===== src/rtl/multi_issue_dispatch_pkg.sv =====
// core_types: shared types for the dispatch stage.
//   id_dispatch_struct : decoded slot from the instruction buffer
//   dispatch_ex_struct : resolved operands + payload handed to EXE
//   fwd_entry_t        : one forwarding source (valid, addr, data)
// DEF_LAT_W is the default width of the result-latency field.
package core_types;

    localparam int unsigned DEF_LAT_W = 2;
    localparam int unsigned XLEN      = 32;
    localparam int unsigned REG_AW    = 5;
    localparam int unsigned PAYLOAD_W = 32;

    typedef struct packed {
        logic                           valid;
        logic [1:0]                     rs_valid;
        logic [1:0][REG_AW-1:0]         rs_addr;
        logic                           rd_valid;
        logic [REG_AW-1:0]              rd_addr;
        logic [DEF_LAT_W-1:0]           latency;
        logic                           serial;
        logic [PAYLOAD_W-1:0]           payload;
    } id_dispatch_struct;

    typedef struct packed {
        logic [1:0][XLEN-1:0]           rs_data;
        logic                           rd_valid;
        logic [REG_AW-1:0]              rd_addr;
        logic [DEF_LAT_W-1:0]           latency;
        logic                           serial;
        logic [PAYLOAD_W-1:0]           payload;
    } dispatch_ex_struct;

    typedef struct packed {
        logic                           valid;
        logic [REG_AW-1:0]              addr;
        logic [XLEN-1:0]                data;
    } fwd_entry_t;

endpackage


===== src/rtl/dispatch_scoreboard.sv =====
// dispatch_scoreboard: per-register result-latency counters (r1..r31).
//   clk, rst_n   : clock, async active-low reset
//   clear_i      : zero every counter next edge (highest priority)
//   hold_i       : freeze decrement while the EXE output is held
//   set_valid_i  : per slot, slot issued this cycle
//   set_addr_i   : per slot destination register
//   set_lat_i    : per slot latency to load (0 = nothing tracked)
//   busy_o       : per register, counter nonzero (bit 0 always 0)
module dispatch_scoreboard
    import core_types::*;
#(
    parameter int unsigned ISSUE_WIDTH = 2,
    parameter int unsigned LAT_W       = DEF_LAT_W
) (
    input  logic                                clk,
    input  logic                                rst_n,
    input  logic                                clear_i,
    input  logic                                hold_i,
    input  logic [ISSUE_WIDTH-1:0]              set_valid_i,
    input  logic [ISSUE_WIDTH-1:0][REG_AW-1:0]  set_addr_i,
    input  logic [ISSUE_WIDTH-1:0][LAT_W-1:0]   set_lat_i,
    output logic [31:0]                         busy_o
);

    logic [31:1][LAT_W-1:0] cnt_q;
    logic [31:1][LAT_W-1:0] cnt_d;

    always_comb begin
        cnt_d = cnt_q;
        for (int unsigned r = 1; r < 32; r++) begin
            if (!hold_i && (cnt_q[r] != '0)) begin
                cnt_d[r] = cnt_q[r] - LAT_W'(1);
            end
            // Ascending slot order: the youngest writer of r lands last.
            for (int unsigned i = 0; i < ISSUE_WIDTH; i++) begin
                if (set_valid_i[i] && (set_addr_i[i] == REG_AW'(r)) &&
                    (set_lat_i[i] != '0)) begin
                    cnt_d[r] = set_lat_i[i];
                end
            end
        end
        if (clear_i) begin
            cnt_d = '0;
        end
    end

    always_ff @(posedge clk or negedge rst_n) begin
        if (!rst_n) begin
            cnt_q <= '0;
        end else begin
            cnt_q <= cnt_d;
        end
    end

    always_comb begin
        busy_o = '0;
        for (int unsigned r = 1; r < 32; r++) begin
            busy_o[r] = (cnt_q[r] != '0);
        end
    end

endmodule


===== src/rtl/multi_issue_dispatch.sv =====
// multi_issue_dispatch: in-order multi-issue dispatch with scoreboard
// hazard stalls, operand forwarding and a registered EXE output stage.
//   clk, rst_n              : clock, async active-low reset
//   flush                   : drop staged/in-flight work, clear counters
//   block                   : issue nothing this cycle
//   id_i                    : decoded slots (slot 0 oldest)
//   ib_accept_o             : slots consumed this cycle (= issue mask)
//   regfile_reg_read_addr_o : combinational regfile read address
//   regfile_reg_read_data_i : regfile read data
//   fwd_i                   : forwarding sources, index 0 highest priority
//   exe_valid_o, exe_o      : registered issue group to EXE
//   exe_ready_i             : EXE accepts the whole group
module multi_issue_dispatch
    import core_types::*;
#(
    parameter int unsigned ISSUE_WIDTH = 2,
    parameter int unsigned FWD_PORTS   = 4,
    parameter int unsigned LAT_W       = DEF_LAT_W
) (
    input  logic                                        clk,
    input  logic                                        rst_n,
    input  logic                                        flush,
    input  logic                                        block,
    input  id_dispatch_struct [ISSUE_WIDTH-1:0]         id_i,
    output logic [ISSUE_WIDTH-1:0]                      ib_accept_o,
    output logic [ISSUE_WIDTH-1:0][1:0][REG_AW-1:0]     regfile_reg_read_addr_o,
    input  logic [ISSUE_WIDTH-1:0][1:0][XLEN-1:0]       regfile_reg_read_data_i,
    input  fwd_entry_t [FWD_PORTS-1:0]                  fwd_i,
    output logic [ISSUE_WIDTH-1:0]                      exe_valid_o,
    input  logic                                        exe_ready_i,
    output dispatch_ex_struct [ISSUE_WIDTH-1:0]         exe_o
);

    logic [ISSUE_WIDTH-1:0]                  exe_valid_q;
    dispatch_ex_struct [ISSUE_WIDTH-1:0]     exe_q;
    logic                                    held;
    logic [31:0]                             busy;
    logic [ISSUE_WIDTH-1:0]                  can_issue;
    logic [ISSUE_WIDTH-1:0]                  issue_mask;
    logic [ISSUE_WIDTH-1:0][1:0][XLEN-1:0]   opnd;
    dispatch_ex_struct [ISSUE_WIDTH-1:0]     ex_slot;
    logic [ISSUE_WIDTH-1:0][REG_AW-1:0]      sb_addr;
    logic [ISSUE_WIDTH-1:0][LAT_W-1:0]       sb_lat;
    logic [ISSUE_WIDTH-1:0]                  sb_set;

    assign held = (|exe_valid_q) && !exe_ready_i;

    // Per-slot eligibility: scoreboard busy sources and RAW on an older
    // same-group writer (which has no result yet to forward).
    always_comb begin
        logic stall;
        can_issue = '0;
        for (int unsigned i = 0; i < ISSUE_WIDTH; i++) begin
            stall = 1'b0;
            for (int unsigned s = 0; s < 2; s++) begin
                if (id_i[i].rs_valid[s] && (id_i[i].rs_addr[s] != '0)) begin
                    if (busy[id_i[i].rs_addr[s]]) begin
                        stall = 1'b1;
                    end
                    for (int unsigned j = 0; j < i; j++) begin
                        if (id_i[j].valid && id_i[j].rd_valid &&
                            (id_i[j].rd_addr == id_i[i].rs_addr[s])) begin
                            stall = 1'b1;
                        end
                    end
                end
            end
            can_issue[i] = id_i[i].valid && !block && !flush && !held && !stall;
        end
    end

    // Prefix-contiguous mask; a serial slot only goes as slot 0 and then
    // closes the group behind it.
    always_comb begin
        logic go;
        logic ok;
        go         = 1'b1;
        issue_mask = '0;
        for (int unsigned i = 0; i < ISSUE_WIDTH; i++) begin
            ok            = go && can_issue[i] && !(id_i[i].serial && (i != 0));
            issue_mask[i] = ok;
            go            = ok && !id_i[i].serial;
        end
    end

    assign ib_accept_o = issue_mask & {ISSUE_WIDTH{rst_n}};

    // Operand select: first (lowest-index) matching forward wins.
    always_comb begin
        logic found;
        for (int unsigned i = 0; i < ISSUE_WIDTH; i++) begin
            for (int unsigned s = 0; s < 2; s++) begin
                regfile_reg_read_addr_o[i][s] = id_i[i].rs_addr[s];
                opnd[i][s] = regfile_reg_read_data_i[i][s];
                found      = 1'b0;
                for (int unsigned p = 0; p < FWD_PORTS; p++) begin
                    if (!found && fwd_i[p].valid && (fwd_i[p].addr != '0) &&
                        (fwd_i[p].addr == id_i[i].rs_addr[s])) begin
                        opnd[i][s] = fwd_i[p].data;
                        found      = 1'b1;
                    end
                end
                if (!id_i[i].rs_valid[s]) begin
                    opnd[i][s] = '0;
                end
            end
        end
    end

    always_comb begin
        for (int unsigned i = 0; i < ISSUE_WIDTH; i++) begin
            ex_slot[i].rs_data  = opnd[i];
            ex_slot[i].rd_valid = id_i[i].rd_valid;
            ex_slot[i].rd_addr  = id_i[i].rd_addr;
            ex_slot[i].latency  = id_i[i].latency;
            ex_slot[i].serial   = id_i[i].serial;
            ex_slot[i].payload  = id_i[i].payload;
            sb_set[i]  = issue_mask[i] && id_i[i].rd_valid;
            sb_addr[i] = id_i[i].rd_addr;
            sb_lat[i]  = LAT_W'(id_i[i].latency);
        end
    end

    always_ff @(posedge clk or negedge rst_n) begin
        if (!rst_n) begin
            exe_valid_q <= '0;
            exe_q       <= '0;
        end else if (flush) begin
            exe_valid_q <= '0;
            exe_q       <= '0;
        end else if (!held) begin
            exe_valid_q <= issue_mask;
            for (int unsigned i = 0; i < ISSUE_WIDTH; i++) begin
                exe_q[i] <= issue_mask[i] ? ex_slot[i] : '0;
            end
        end
    end

    assign exe_valid_o = exe_valid_q;
    assign exe_o       = exe_q;

    dispatch_scoreboard #(
        .ISSUE_WIDTH (ISSUE_WIDTH),
        .LAT_W       (LAT_W)
    ) u_scoreboard (
        .clk         (clk),
        .rst_n       (rst_n),
        .clear_i     (flush),
        .hold_i      (held),
        .set_valid_i (sb_set),
        .set_addr_i  (sb_addr),
        .set_lat_i   (sb_lat),
        .busy_o      (busy)
    );

endmodule


===== config.mk =====
export PLATFORM = sky130hd
export DESIGN_NAME = multi_issue_dispatch
export DESIGN_NICKNAME = d
export VERILOG_FILES = /design/src/rtl/multi_issue_dispatch_pkg.sv /design/src/rtl/dispatch_scoreboard.sv /design/src/rtl/multi_issue_dispatch.sv
export SDC_FILE = /design/constraint.sdc
export NUM_CORES = 1
export LEC_CHECK = 0
export ABC_AREA = 1
export CAP_MARGIN = 20
export CORE_AREA = 2 2 245 247
export DETAILED_ROUTE_END_ITERATION = 12
export DIE_AREA = 0 0 247 249
export DONT_BUFFER_PORTS = 1
export PLACE_DENSITY_LB_ADDON = 0.08
export SYNTH_ARGS = -nofsm -noshare
export SYNTH_HDL_FRONTEND = slang
export SYNTH_SLANG_ARGS = --single-unit
export TNS_END_PERCENT = 1

===== constraint.sdc =====
create_clock -name clk -period 10.98 [get_ports clk]
set_clock_uncertainty 0.2 [all_clocks]
set_input_delay 3.294 -clock clk [delete_from_list [all_inputs] [get_ports clk]]
set_output_delay 3.294 -clock clk [all_outputs]
set_load 0.03 [all_outputs]

==> run_results.csv, run 1 <==
group,metric,value,unit
run_status,outcome,"complete, no violations",
global_route,grt_max_degree,276,
global_route,use_met1,49.6,%
timing,rsz0062_at_grt,"false",
power,p_sw_share,40.1,%
floorplanning,core-area,58700,sq um
finish,drive_gt1_share,4.30,%
yosys,yosysTopAreaCell,"dfrtp_1",
floorplanning,num_io_pins,627,
critical_path,crit_arrival,5.56,ns
clock_tree,htree_levels,2,
drt,postRouteAntennaNets,0,
yosys,ys_dominant_reg_cell,"dfrtp_1",
yosys,synth_edf_count,0,
finish,num-nets-final,4021,
drt,vias,26400,
clock_tree,cts.sinks,274,
yosys,async_flop_share,100,%
power,combPwrFrac,35.2,%
critical_path,cp_max_fo,21,
place,post-place-ws,1.94,ns
power,p_leak,12.5,nW
timing,timing.final.max_slew_violations,0,
timing,tns,0,ns
power,power.internal,0.00221,W
power,sequentialPowerShare,32.4,%
power,p_total,0.00369,W
yosys,ys_ff_latch,274,
place,placed_cells,4333,
finish,area_growth,5.05,%
floorplanning,initial_core_util,39.7,%
yosys,synth_top_area_share,29.4,%
global_route,grt_util_met2,56.4,%
place,hpwl,86400,um
global_route,grt_pass1_wl,173000,um
global_route,grt_util_met3,13.6,%
finish,fin_cells,4436,
drt,totalWireLength,122000,um
power,pwr-share-clk,32.4,%
critical_path,criticalPathCategory,"in -> out",
global_route,grt.total_usage,38.0,%
clock_tree,cts_root_buf,"clkbuf_16",
clock_tree,path_clk_slew,0.05,ns
critical_path,end_kind,"output pin",
timing,finalSetupViolations,0,
timing,max_freq,110,MHz
timing,setup_ws,1.93,ns
yosys,synth_cell_types,47,
yosys,syn_inst,3804,
critical_path,cp-start-kind,"input port",
power,switchingPower,0.00148,W
power,ir_drop,147,uV
run,drv_cap,0,
global_route,overflow,0,
min_path,hold_class,"reg -> reg",
floorplanning,die-area,61500,sq um
global_route,top_usage_layer,"met2",
drt,dr.first_iter.drc_count,3021,
place,io_buffer_count,0,
yosys,synth_seq_area_share,29.4,%
drt,drtPass1Iterations,6,
floorplanning,die_w,247,um
critical_path,required,7.49,ns
floorplanning,die_h,249,um
timing,finalCritPeriodShare,82.5,%
place,place_congestion,0.995,
clock_tree,cts_resized,0,
timing,worstMarginPinSlew,1.08,ns
clock_tree,cts_buffer_depth,3,
drt,drc,0,
yosys,syn-cell-area,23300,sq um
power,power_density,151,nW/um^2
timing,relSlewSlack,27.7,%
clock_tree,clkLatencyLatePin,0.59,ns
timing,fin_crit,9.05,ns
drt,wl_per_cell,27.6,um
drt,viasPerCell,5.95,
global_route,grt_pass1_vias,23700,
clock_tree,numCtsBuffers,35,
timing,hold_viol,0,
yosys,yosysWarnings,0,
floorplanning,rows,89,
clock_tree,cts_setup_buffers,0,
clock_tree,cts_hold_buf,0,
yosys,synth_area_leaders,"dfrtp_1 (29%), nand2_1 (19%), nor2_1 (7.8%)",
global_route,antenna_found_initial,58,
yosys,syn_area_per_cell,6.13,sq um
clock_tree,tritoncts,"built",
yosys,syn_nets,4228,
-- cell families after synthesis --
kind of cell / synth area share (%)
AO/OA/AOI/OAI: 14.6
buffers and inverters: 12.3
XOR/XNOR: 1.65
flip-flops: 29.4
adder cells (fa/ha/maj): 1.66
AND/OR/NAND/NOR: 40.3
-- placed cells by master, fill, tap and decap left out, drive strengths merged, types with 15 or more instances in the layout --
| master | synthesis | layout |
|---|---|---|
| nand4 | 206 | 206 |
| o211ai | 21 | 21 |
| nor2 | 489 | 489 |
| nand2 | 1186 | 1186 |
| clkbuf | 128 | 49 |
| a21oi | 52 | 52 |
| nand3 | 263 | 263 |
| a22o | 66 | 66 |
| diode | 0 | 39 |
| ha | 31 | 31 |
| or2 | 15 | 15 |
| xor2 | 40 | 40 |
| dfrtp | 274 | 274 |
| o21ai | 399 | 399 |
| buf | 148 | 32 |
| inv | 411 | 412 |
| o22ai | 28 | 28 |
-- synthesized netlist by cell type (all sizes together), types with 4 or more instances --
cell    instances
nand2        1186
nor2          489
inv           411
o21ai         399
dfrtp         274
nand3         263
nand4         206
buf           148
clkbuf        128
a22o           66
a21oi          52
xor2           40
ha             31
o22ai          28
o211ai         21
or2            15
o21a           12
nor4           11
nor3            4
xnor2           4
-- sequential cells by signal, summed over array words and instances, names as in the netlist --
register and count:
exe_valid_o 2, exe_o 210, u_scoreboard.cnt_q 62
-- power by group through the flow --
stage | sequential (W) | clock, W | combinational (W)
5_1_grt | 0.00121 | 0.00126 | 0.00146
3_5_place_dp | 0.00121 | 0 | 0.00127
4_1_cts | 0.00119 | 0.00122 | 0.00128
2_1_floorplan | 0.00119 | 0 | 0.000935
6_report | 0.00120 | 0.00120 | 0.00130
3_3_place_gp | 0.00121 | 0 | 0.00126
-- final cells by class --
type	instances	area (sq um)
clock buffers	49	978
repair buffers	32	253
multi-input cells	2843	13600
clock inverters	15	181
diodes	39	97.6
fillers	6368	34200
well taps	773	967
inverters	411	1540
flip-flops and latches	274	6860
-- layer usage --
| metal | routed length (um) | vias up |
|---|---|---|
| li1 | - | 11900 |
| met1 | 47900 | 12600 |
| met2 | 53100 | 1580 |
| met3 | 15800 | 293 |
| met4 | 5280 | 40 |
| met5 | 251 | - |
-- critical path, stage by stage --
cell and delay, ns:
inv_1 0.45, nand2_1 0.14, nand3_1 0.11, nand3_1 0.08, nand3_1 0.09, nand3_1 0.07, nand3_1 0.16, nand2_2 0.12
nor2_8 0.11, inv_2 0.10, nor2_4 0.09, inv_1 0.22, nor2_1 0.51
-- path summary, 6_finish.rpt --
path,start,endpoint,slack [ns],depth (start not counted)
worst max-delay path,id_i[46],ib_accept_o[1],1.93,13
worst min-delay path,u_scoreboard.cnt_q[29],u_scoreboard.cnt_q[29],0.31,2
worst max register to register,u_scoreboard.cnt_q[8],u_scoreboard.cnt_q[13],6.41,16
worst min register to register,u_scoreboard.cnt_q[29],u_scoreboard.cnt_q[29],0.31,2
max in group asynchronous,rst_n,exe_o[64],7.72,0
min in group asynchronous,rst_n,exe_o[32],2.20,0
-- through the flow --
| step | hold WS (ns) | cell area (sq um) | util, % |
|---|---|---|---|
| CTS | 0.312 | 24400 | 41.5 |
| floorplan | 0.278 | 23300 | - |
| finish | 0.309 | 24500 | 41.7 |
| detailed placement | 0.294 | 23200 | 39.6 |
| global route | 0.329 | 24500 | 41.7 |
| global placement | 0.294 | 23200 | 39.6 |
Power figures use the tool's default switching activity.
==> run 2, diff against run 1 <==
==> constraint.sdc (replaced) <==
create_clock -name clk -period 7.9 [get_ports clk]
set_clock_uncertainty 0.2 [all_clocks]
set_input_delay 2.37 -clock clk [delete_from_list [all_inputs] [get_ports clk]]
set_output_delay 2.37 -clock clk [all_outputs]
set_load 0.03 [all_outputs]
==> run_results.csv, run 2 (same netlist as run 1, synthesis figures left out) <==
group,metric,value,unit
run_status,outcome,"complete, no violations",
timing,tns,0,ns
timing,worstMarginPinSlew,1.16,ns
clock_tree,cts_root_buf,"clkbuf_16",
finish,area_growth,6.07,%
clock_tree,clkLatencyLatePin,0.60,ns
clock_tree,numCtsBuffers,38,
critical_path,r2r_cells,20,
critical_path,crit_arrival,4.40,ns
drt,viasPerCell,5.97,
place,hpwl,85300,um
floorplanning,initial_core_util,39.7,%
critical_path,end_kind,"output pin",
critical_path,r2r_slack,3.24,ns
drt,drc,0,
clock_tree,cts.sinks,274,
timing,timing.final.max_slew_violations,0,
clock_tree,cts_resized,0,
drt,postRouteAntennaNets,0,
min_path,hold_class,"reg -> reg",
critical_path,r2r_end,"exe_o[209]",
floorplanning,core-area,58700,sq um
global_route,top_usage_layer,"met2",
finish,num-nets-final,4028,
timing,hold_viol,0,
global_route,grt.total_usage,37.6,%
timing,finalSetupViolations,0,
timing,relSlewSlack,22.6,%
global_route,grt_util_met2,56.2,%
run,drv_cap,0,
critical_path,critPathLaunch,"id_i[46]",
place,io_buffer_count,0,
place,place_congestion,1.01,
power,power_density,215,nW/um^2
global_route,overflow,0,
power,p_total,0.00531,W
clock_tree,cts_hold_buf,0,
timing,fin_crit,6.97,ns
critical_path,criticalPathCategory,"in -> out",
power,p_leak,12.6,nW
floorplanning,die_h,249,um
timing,holdWs,0.306,ns
clock_tree,htree_levels,2,
finish,final_cell_mix,"nand2_1 (1184), nor2_1 (481), inv_1 (404)",
global_route,grt_max_degree,276,
global_route,grt_pass1_wl,171000,um
power,ir_drop,154,uV
finish,drive_gt1_share,4.68,%
critical_path,cp-start-kind,"input port",
floorplanning,die_w,247,um
finish,largest_reg_flops,210,
critical_path,required,5.33,ns
global_route,use_met1,48.8,%
critical_path,r2r-start,"u_scoreboard.cnt_q[42]",
floorplanning,rows,89,
floorplanning,num_io_pins,627,
drt,wl_per_cell,27.0,um
finish,fin_area,24700,sq um
clock_tree,tritoncts,"built",
timing,max_freq,144,MHz
global_route,grt_util_met3,13.2,%
place,place_area,23300,sq um
finish,final_common_cell,"nand2_1",
critical_path,cp_max_fo,21,
drt,totalWireLength,120000,um
clock_tree,cts_setup_buffers,0,
global_route,grt_pass1_vias,24100,
drt,dr.first_iter.drc_count,3127,
global_route,antenna_found_initial,60,
critical_path,crit_end,"ib_accept_o[1]",
drt,drtPass1Iterations,6,
clock_tree,path_clk_slew,0.05,ns
drt,vias,26600,
timing,finalCritPeriodShare,88.2,%
clock_tree,cts_buffer_depth,3,
timing,rsz0062_at_grt,"false",
floorplanning,die-area,61500,sq um
run 2: final cells by class:
type	instances	area, sq um
Fill cell	6333	34000
Tap cell	773	967
Antenna cell	42	105
Sequential cell	274	6860
Inverter	411	1540
Timing Repair Buffer	36	283
Clock inverter	22	314
Clock buffer	48	1050
Multi-Input combinational cell	2843	13600
run 2: per-stage QoR:
| stage | utilization [%] | instances | worst slack (ns) |
|---|---|---|---|
| after floorplan | - | 3804 | 1.14 |
| after global placement | 39.6 | 4337 | 1.02 |
| after detailed placement | 39.6 | 4337 | 0.976 |
| after CTS | 41.9 | 4407 | 0.961 |
| after global routing | 42.1 | 4438 | 0.730 |
| final | 42.1 | 4449 | 0.933 |
run 2: how the worst min path moves through the flow:
stage,startpoint,end,slack (ns),cells past startpoint
5_1_grt,u_scoreboard.cnt_q[5],u_scoreboard.cnt_q[5],0.33,2
3_3_place_gp,u_scoreboard.cnt_q[23],u_scoreboard.cnt_q[23],0.29,2
2_1_floorplan,u_scoreboard.cnt_q[0],u_scoreboard.cnt_q[0],0.28,2
3_5_place_dp,u_scoreboard.cnt_q[3],u_scoreboard.cnt_q[3],0.30,2
6_report,u_scoreboard.cnt_q[13],u_scoreboard.cnt_q[13],0.31,2
4_1_cts,u_scoreboard.cnt_q[23],u_scoreboard.cnt_q[23],0.31,2
run 2: critical path, stage by stage:
cell and delay [ns]:
inv_1 0.42, nand2_1 0.13, nand3_1 0.10, nand3_1 0.07, nand3_1 0.06, nand3_1 0.07
nand3_1 0.18, nand2_2 0.12, nor2_8 0.10, inv_2 0.10, nor2_4 0.10, inv_1 0.20
nor2_1 0.17, buf_4 0.18
run 2: routing by layer:
metal  wire, um  part of all wire, %
met1      46700                   39
met2      52200                   43
met3      16100                   13
met4       4990                  4.2
met5        194                 0.16
run 2: report_power, final:
group | internal [W] | switching [W]
registers | 0.00155 | 0.000113
clock network | 0.00110 | 0.000780
logic | 0.000583 | 0.00119
total | 0.00323 | 0.00209
